### src/rtl/ifetch_pc.sv
// ifetch_pc: program counter and instruction-fetch stage feeding the control decoder.
// It fetches one 32-bit word per memory handshake and issues it for at least one cycle.
// It then advances the PC to pc+4, or to pc+branch_off when the issued branch is taken.
// Optional build macro: IFETCH_MISALIGN_TRAP_EN.
//   When it is defined, a taken branch to a target that is not word aligned raises
//   misalign and parks the FSM in HALT until the next reset.
//   When it is undefined, the two low target bits are cleared before loading pc.
module ifetch_pc #(
  parameter logic [31:0] RESET_PC  = 32'h0000_0000,
  parameter logic [31:0] NOP_INSTR = 32'h0000_0013
) (
  input  logic        clk,
  input  logic        rst,
  input  logic        branch,
  input  logic        zero,
  input  logic [31:0] branch_off,
  input  logic        stall,
  output logic        imem_req,
  output logic [31:0] imem_addr,
  input  logic        imem_ready,
  input  logic [31:0] imem_rdata,
  output logic [31:0] pc,
  output logic [31:0] instr,
  output logic [6:0]  opcode,
  output logic        instr_valid
`ifdef IFETCH_MISALIGN_TRAP_EN
  ,
  output logic        misalign
`endif
);

  typedef enum logic [1:0] {
    S_BOOT,
    S_FETCH,
    S_ISSUE
`ifdef IFETCH_MISALIGN_TRAP_EN
    ,
    S_HALT
`endif
  } state_t;

  state_t      r_state;
  logic [31:0] r_pc;
  logic [31:0] r_instr;
  logic        r_valid;
  logic        r_req;

  logic        w_taken;
  logic [31:0] w_target;
  logic [31:0] w_seq;
  logic [31:0] w_next;

  // Branch resolution is only meaningful in ISSUE, where branch/zero belong to the issued word.
  assign w_taken  = branch & zero;
  assign w_target = r_pc + branch_off;
  assign w_seq    = r_pc + 32'd4;

`ifdef IFETCH_MISALIGN_TRAP_EN
  logic r_misalign;
  logic w_misalign;

  // A taken branch whose target is not word aligned traps instead of loading pc.
  assign w_misalign = w_taken & (w_target[1:0] != 2'b00);
  assign w_next     = w_taken ? w_target : w_seq;
  assign misalign   = r_misalign;
`else
  // Without the trap, the target is snapped down to a word boundary.
  assign w_next = w_taken ? (w_target & ~32'd3) : w_seq;
`endif

  // FSM with registered outputs: the sequence is BOOT -> FETCH (wait for ready) -> ISSUE (hold while stalled).
  always_ff @(posedge clk) begin
    if (rst) begin
      r_state <= S_BOOT;
      r_pc    <= RESET_PC;
      r_instr <= NOP_INSTR;
      r_valid <= 1'b0;
      r_req   <= 1'b0;
`ifdef IFETCH_MISALIGN_TRAP_EN
      r_misalign <= 1'b0;
`endif
    end else begin
      case (r_state)
        S_BOOT: begin
          // The request goes out one cycle after reset, never in the first cycle.
          r_state <= S_FETCH;
          r_req   <= 1'b1;
        end
        S_FETCH: begin
          if (imem_ready) begin
            r_instr <= imem_rdata;
            r_valid <= 1'b1;
            r_req   <= 1'b0;
            r_state <= S_ISSUE;
          end
        end
        S_ISSUE: begin
          if (!stall) begin
            r_instr <= NOP_INSTR;
            r_valid <= 1'b0;
`ifdef IFETCH_MISALIGN_TRAP_EN
            if (w_misalign) begin
              r_misalign <= 1'b1;
              r_state    <= S_HALT;
            end else begin
              r_pc    <= w_next;
              r_req   <= 1'b1;
              r_state <= S_FETCH;
            end
`else
            r_pc    <= w_next;
            r_req   <= 1'b1;
            r_state <= S_FETCH;
`endif
          end
        end
`ifdef IFETCH_MISALIGN_TRAP_EN
        S_HALT: begin
          // HALT is parked until reset; nothing is requested or issued.
          r_req   <= 1'b0;
          r_valid <= 1'b0;
        end
`endif
        default: begin
          r_state <= S_BOOT;
          r_req   <= 1'b0;
          r_valid <= 1'b0;
        end
      endcase
    end
  end

  assign imem_req    = r_req;
  assign imem_addr   = r_pc;
  assign pc          = r_pc;
  assign instr       = r_instr;
  assign opcode      = r_instr[6:0];
  assign instr_valid = r_valid;

endmodule

### config.mk
export PLATFORM = sky130hd
export DESIGN_NAME = ifetch_pc
export DESIGN_NICKNAME = d
export VERILOG_FILES = /design/src/rtl/ifetch_pc.sv
export SDC_FILE = /design/constraint.sdc
export NUM_CORES = 1
export LEC_CHECK = 0
export ABC_AREA = 1
export CAP_MARGIN = 10
export CORE_MARGIN = 2
export CORE_UTILIZATION = 49
export CTS_CLUSTER_DIAMETER = 30
export DETAILED_ROUTE_END_ITERATION = 10
export GPL_TIMING_DRIVEN = 1
export PLACE_DENSITY_LB_ADDON = 0.08
export SYNTH_ARGS = -nofsm -noshare
export SYNTH_HDL_FRONTEND = slang
export SYNTH_SLANG_ARGS = --single-unit
### constraint.sdc
create_clock -name clk -period 2.2 [get_ports clk]
set_input_delay 0.22 -clock clk [delete_from_list [all_inputs] [get_ports clk]]
set_output_delay 0.22 -clock clk [all_outputs]
set_load 0.05 [all_outputs]
==> metrics.txt, run 1 <==
first-pass GRT wire length=29,630 um; Final GP Congestion=0.9819; H-tree levels=3; Fmax=504.0 MHz; status=completed; setup tns final=0 ns; Crit-path slowest cell=clkdlybuf4s50_1; combinational power share=25.7%; Slew Viols, Final=0; Total Routing Usage GR=29.06%; clock sink count=65; Port Buffer Count=168; antenna-violating nets left=0; post-synthesis sequential area ratio=22.47%; grt ovf=0; full die area=0.01270 mm^2; Max Clock Skew=0.004951 ns; top cells by area, synth=dfxtp_1, nand2_1, a21oi_1, inv_1, ha_1; Slew headroom=64.52%; startpoint type of the worst setup path=flop; Die Wd=112.7 um; RSZ-0062 raised after global routing=false; dpl hpwl=14,860 um; total of fill cells in the finished design=1,061; CP endpoint kind=output pin; clk_lat worst skew=0.34 ns; pwr dens=495.0 mW/mm^2; maxcap violations=0; clk slew on worst S/H paths=0.06 ns; #FFs+latches synth=65; Starting DRT DRC Count=569; TritonCTS buffer count=9; DP Area=0.007637 mm^2; post-CTS resize count=0; P_int=2746 uW; synthesized area=0.005791 mm^2; Netlist cell types=37; antenna violations before repair=0; register area=0.001301 mm^2; Layout area overhead=37.86%; pre-CTS setup slack=-0.02020 ns; Clock Tree Buf Depth=2; Routed WL=18,810 um; via count=6,744; area of the core region=0.01147 mm^2; min Tclk post-route=1.984 ns; Clk pwr share=42.5%; Die H=112.7 um; synthesized instance count=1,001; Worst Path Required=1.98 ns; part of the power in registers=31.8%; delay-heaviest family, CP=buffers and inverters; Worst Hold Class=in -> reg; routed length per instance=14.28 um; WP buf/inv=2; Sw Share=30.50%; 1st-pass router iterations=5; nets@finish=1,269; CP arrival=1.76 ns; I/O pins=175; worst setup margin=0.2159 ns; ANT cells=0; vias in the first global route=6,018; leading area contributor after synthesis=dfxtp_1; # Post-CTS Setup Buffers=0; CTS tree=done; multi-input logic area=0.003571 mm^2; cell area after layout=0.007983 mm^2; clk root buf=clkbuf_16; Switch Pwr=1205 uW; # rows=39; period utilisation layout=90.19%; via/cell ratio=5.121; synth warn=0; crit-path max FO=6; largest net degree at the start of global routing=37; Yosys top cell area share=22.47%; hold buffer count at cts=0; Worst VDD drop=0.5364 mV; layout cells sized above 1=8.348%; syn avg cell area=5.785 um^2; Initial Utilization=50.50%; CP Cell Sequence=buf_4 -> clkdlybuf4s50_1; Setup CP Type=reg -> out; CP max stage delay=0.84 ns; leakage power total=0.003732 uW; slew of the pin with the lowest slew margin=0.5305 ns; drt drc=0; final setup vio count=0; final hold vios=0
[sequential cells by signal, summed over array words and instances, names as in the netlist]
name	cells
imem_addr	30
r_state	1
instr_valid	1
instr	32
imem_req	1
[area by class of cell]
class	count	share of cell area [%]
multi-input combinational	734	44.73
clock inverter	5	1.285
inverter	141	6.630
sequential	65	16.30
clock buffer	11	3.041
timing repair buffer	218	25.77
tap	143	2.241
[cell families after synthesis]
logic type               Yosys count  synth area share [%]
AND/OR/NAND/NOR                  523                 37.96
buffers and inverters            205                 16.10
AO/OA/AOI/OAI                    164                 14.95
flip-flops                        65                 22.47
adder cells (fa/ha/maj)           30                 6.482
XOR/XNOR                          13                 1.966
other                              1               0.06476
[metrics by stage]
step	cells	utilization (%)	hold slack (ns)	total power, uW
final	1317	69.61	0.4393	3951
after global routing	1317	69.61	0.4495	4091
after CTS	1317	69.61	0.4351	3955
after detailed placement	1301	66.60	0.4530	2289
after global placement	1301	66.60	0.4476	2281
after floorplan	1004	-	0.3566	1920
[power by group through the flow]
stage | sequential, uW | combinational [uW] | clock, uW
after detailed placement | 1280 | 1010 | 0
after floorplan | 1450 | 472 | 0
final | 1260 | 1010 | 1680
after CTS | 1260 | 1010 | 1690
after global placement | 1280 | 1000 | 0
after global routing | 1260 | 1090 | 1740
[path summary, 6_finish.rpt]
kind / start / end / slack (ns) / cells past startpoint
setup / recovery: imem_addr[17]$_SDFFE_PP0P_ / pc[17] / 0.22 / 2
hold / removal: imem_rdata[16] / instr[16]$_SDFFE_PP0P_ / 0.44 / 3
setup reg to reg: imem_addr[6]$_SDFFE_PP0P_ / imem_addr[23]$_SDFFE_PP0P_ / 0.23 / 12
hold reg to reg: instr[9]$_SDFFE_PP0P_ / instr[9]$_SDFFE_PP0P_ / 0.46 / 2
[Yosys cell counts, drive strengths merged]
master / n
nand2: 351
inv: 140
a21oi: 104
nor2: 79
dfxtp: 65
nand3: 63
buf: 49
o21ai: 45
ha: 30
clkbuf: 15
nor3: 10
xor2: 9
nand3b: 8
nand4: 8
a31oi: 4
o21bai: 4
xnor2: 4
or2: 3
o22ai: 2
a211oi: 1
a21o: 1
a221oi: 1
and3: 1
clkinv: 1
conb: 1
o21a: 1
o31ai: 1
[cell usage in the layout, fill, tap and decap left out, types with 30 or more instances in the layout]
cell type	Yosys	layout
ha_1	30	30
a21oi_1	102	102
o21ai_0	45	45
nor2_1	69	68
nand3_1	61	61
nand2_1	344	344
inv_1	136	136
buf_4	41	50
dfxtp_1	65	65
clkdlybuf4s50_1	0	168
[tightest hold or removal path: stages]
cell and delay (ns):
clkdlybuf4s50_1 0.39, nand2_1 0.06, a21oi_1 0.05
[layer usage]
layer / vias to the layer above / track usage (%) / routed length (um)
met3: 28 / 5.570 / 1177
met1: 2999 / 37.98 / 8390
met4: 0 / 9.593 / 521
met2: 246 / 48.34 / 8716
li1: 3471 / - / -
met5: - / 0 / 0
(Power assumes the default switching activity.)
==> run 2, diff against run 1 <==
Settings changed: CORE_ASPECT_RATIO from default to 2, SLEW_MARGIN from default to 20.
==> run 2 against run 1 <==
Effect of this change: sequential power is essentially flat; first-iteration DRC count decreased by 38%; cell area up 3.1%; register-to-register slack worse by 0.15 ns; clock power barely moved; global-route usage up 7.9 points; setup slack lost 0.14 ns; critical path depth is 11 higher; die area is 0.41% higher; clock skew increased by 0.0089 ns; power rose by 1.5%.
==> metrics.txt, run 2 (same netlist as run 1, synthesis figures left out) <==
most frequent cells in the layout=nand2_1, clkdlybuf4s50_1, inv_1; clock sink count=65 (unchanged); Worst Hold Class=in -> reg; routed length per instance=16.69 um (+17%); Worst Path Required=2.47 ns (+0.49 ns); Worst VDD drop=0.5172 mV (-3.6%); register area=0.001301 mm^2 (unchanged); total of fill cells in the finished design=1,112 (+4.8%); pwr dens=487.0 mW/mm^2 (-1.6%); Setup CP Type=reg -> reg; Die Wd=80.87 um (-28%); grt ovf=0 (unchanged); Min-Delay Startpoint=imem_rdata[14]; maxcap violations=0 (unchanged); CTS tree=done; Final GP Congestion=0.9928 (+1.1%); area of the core region=0.01163 mm^2 (+1.4%); multi-input logic area=0.003585 mm^2 (+0.39%); TritonCTS buffer count=9 (unchanged); status=completed; largest net degree at the start of global routing=37 (unchanged); CP Cell Sequence=ha_1 -> nand2_1 -> nand2_1 -> nand2_1 -> nand2_1 -> buf_4 -> nand2_1 -> nand3_1 -> nand2_1 -> nand2_1 -> nand2_1 -> nand3_1 -> a21oi_1; WP buf/inv=1 (-1); CP endpoint kind=flop; final setup vio count=0 (unchanged); Fmax=470.7 MHz (-6.6%); delay-heaviest family, CP=simple AND/OR/NAND/NOR gates; Port Buffer Count=168 (unchanged); Layout area overhead=42.16%; clk root buf=clkbuf_16; fin cells=1,350 (+2.5%); Die H=157.7 um (+40%); I/O pins=175 (unchanged); number of flip-flops in the largest register=32 (unchanged); worst setup margin=0.07529 ns (-0.1406 ns); startpoint type of the worst setup path=flop; clk slew on worst S/H paths=0.07 ns (about the same); Starting DRT DRC Count=352 (-38%); Clock Tree Buf Depth=2 (unchanged); via/cell ratio=5.259 (+2.7%); Routed WL=22,530 um (+20%); first-pass GRT wire length=35,140 um (+19%); slew of the pin with the lowest slew margin=0.5463 ns (+0.01580 ns); period utilisation layout=96.58% (+6.4 points); most common cell after layout, fill and taps aside=nand2_1; Initial Utilization=49.78% (-0.71 points); layout cells sized above 1=10.96% (+2.6 points); final hold vios=0 (unchanged); hold buffer count at cts=0 (unchanged); nets@finish=1,299 (+2.4%); CP arrival=2.40 ns (+0.64 ns); Total Routing Usage GR=36.96% (+7.9 points); placed cells=1,333 (+2.5%); RSZ-0062 raised after global routing=false; leakage power total=0.003921 uW (+5.1%); Slew Viols, Final=0 (unchanged); Slew headroom=63.46% (-1.1 points); RR Startpoint=imem_addr[7]$_SDFFE_PP0P_; antenna-violating nets left=0 (unchanged); min Tclk post-route=2.125 ns (+0.1406 ns); dpl hpwl=17,780 um (+20%); clk_lat worst skew=0.34 ns (about the same); antenna violations before repair=0 (unchanged); CP max stage delay=0.44 ns (-0.40 ns); H-tree levels=3 (unchanged); vias in the first global route=7,078 (+18%); CP dominant cell by count=nand2_1; via count=7,099 (+5.3%); Crit-path slowest cell=dfxtp_1; crit-path max FO=4 (-2); # rows=56 (+44%); Setup crit start=imem_addr[7]$_SDFFE_PP0P_; pre-CTS setup slack=-0.1030 ns (-0.08276 ns); full die area=0.01276 mm^2 (+0.41%); Max Clock Skew=0.01381 ns (+0.008863 ns); drt drc=0 (unchanged); 1st-pass router iterations=6 (+1)
## run 2: changes by cell type in the layout (fill, tap and decap cells not counted), sizes merged
cell           before  now
diode               0    1
bufinv              3    2
inv               140  144
dlymetal6s2s        0    2
buf                50   80
clkinv              2    1
clkdlybuf4s50     168  166
clkbuf             11    9
## run 2: area by class of cell
cell class	instances	share of cell area [%]
multi-input cells	734	43.55
inverters	141	6.430
clock buffers	9	2.736
diodes	1	0.03040
clock inverters	7	1.307
repair buffers	248	27.94
well taps	145	2.204
flip-flops and latches	65	15.81
## run 2: path summary, 6_finish.rpt
| check | slack [ns] | depth (start not counted) | to |
|---|---|---|---|
| worst max-delay path | 0.08 | 13 | imem_addr[30]$_SDFFE_PP0P_ |
| worst min-delay path | 0.44 | 3 | instr[14]$_SDFFE_PP0P_ |
| worst max register to register | 0.08 | 13 | imem_addr[30]$_SDFFE_PP0P_ |
| worst min register to register | 0.46 | 2 | instr[25]$_SDFFE_PP0P_ |
## run 2: what timing repair did
item,in CTS,in global routing
setup buffers,0,0
endpoints found under the setup margin,0,6
resized for setup,0,5
## run 2: routing by layer
metal / vias to the layer above / part of all wire, % / GRT usage (%) / wire length [um]
met5: - / 0 / 0 / 0
met4: 0 / 11 / 35.92 / 2520
met3: 122 / 5.9 / 8.153 / 1318
met2: 303 / 50 / 64.58 / 11360
met1: 3154 / 33 / 33.50 / 7332
li1: 3520 / - / - / -
## run 2: where the power goes
part | switching (uW) | leakage, uW | internal, uW
clock | 631 | 0.000160 | 1020
sequential | 38.5 | 0.000528 | 1220
combinational | 670 | 0.00323 | 428
## run 2: tightest hold or removal path: cells and delay by family
family                 cells  cell delay (ns)
AOI/OAI and AO/OA          1             0.05
and+or+nand+nor            1             0.06
buffers and inverters      1             0.39
## run 2: through the flow
stage | cell area [um^2] | utilization [%] | setup TNS [ns] | hold WS, ns | power [uW]
2_1_floorplan | 5802 | - | 0 | 0.3566 | 1920
5_1_grt | 8229 | 70.75 | 0 | 0.4498 | 4154
3_5_place_dp | 7878 | 67.73 | -0.6587 | 0.4532 | 2367
3_3_place_gp | 7878 | 67.73 | -0.4370 | 0.4468 | 2358
6_report | 8232 | 70.77 | 0 | 0.4379 | 4009
4_1_cts | 8210 | 70.59 | 0 | 0.4302 | 4009
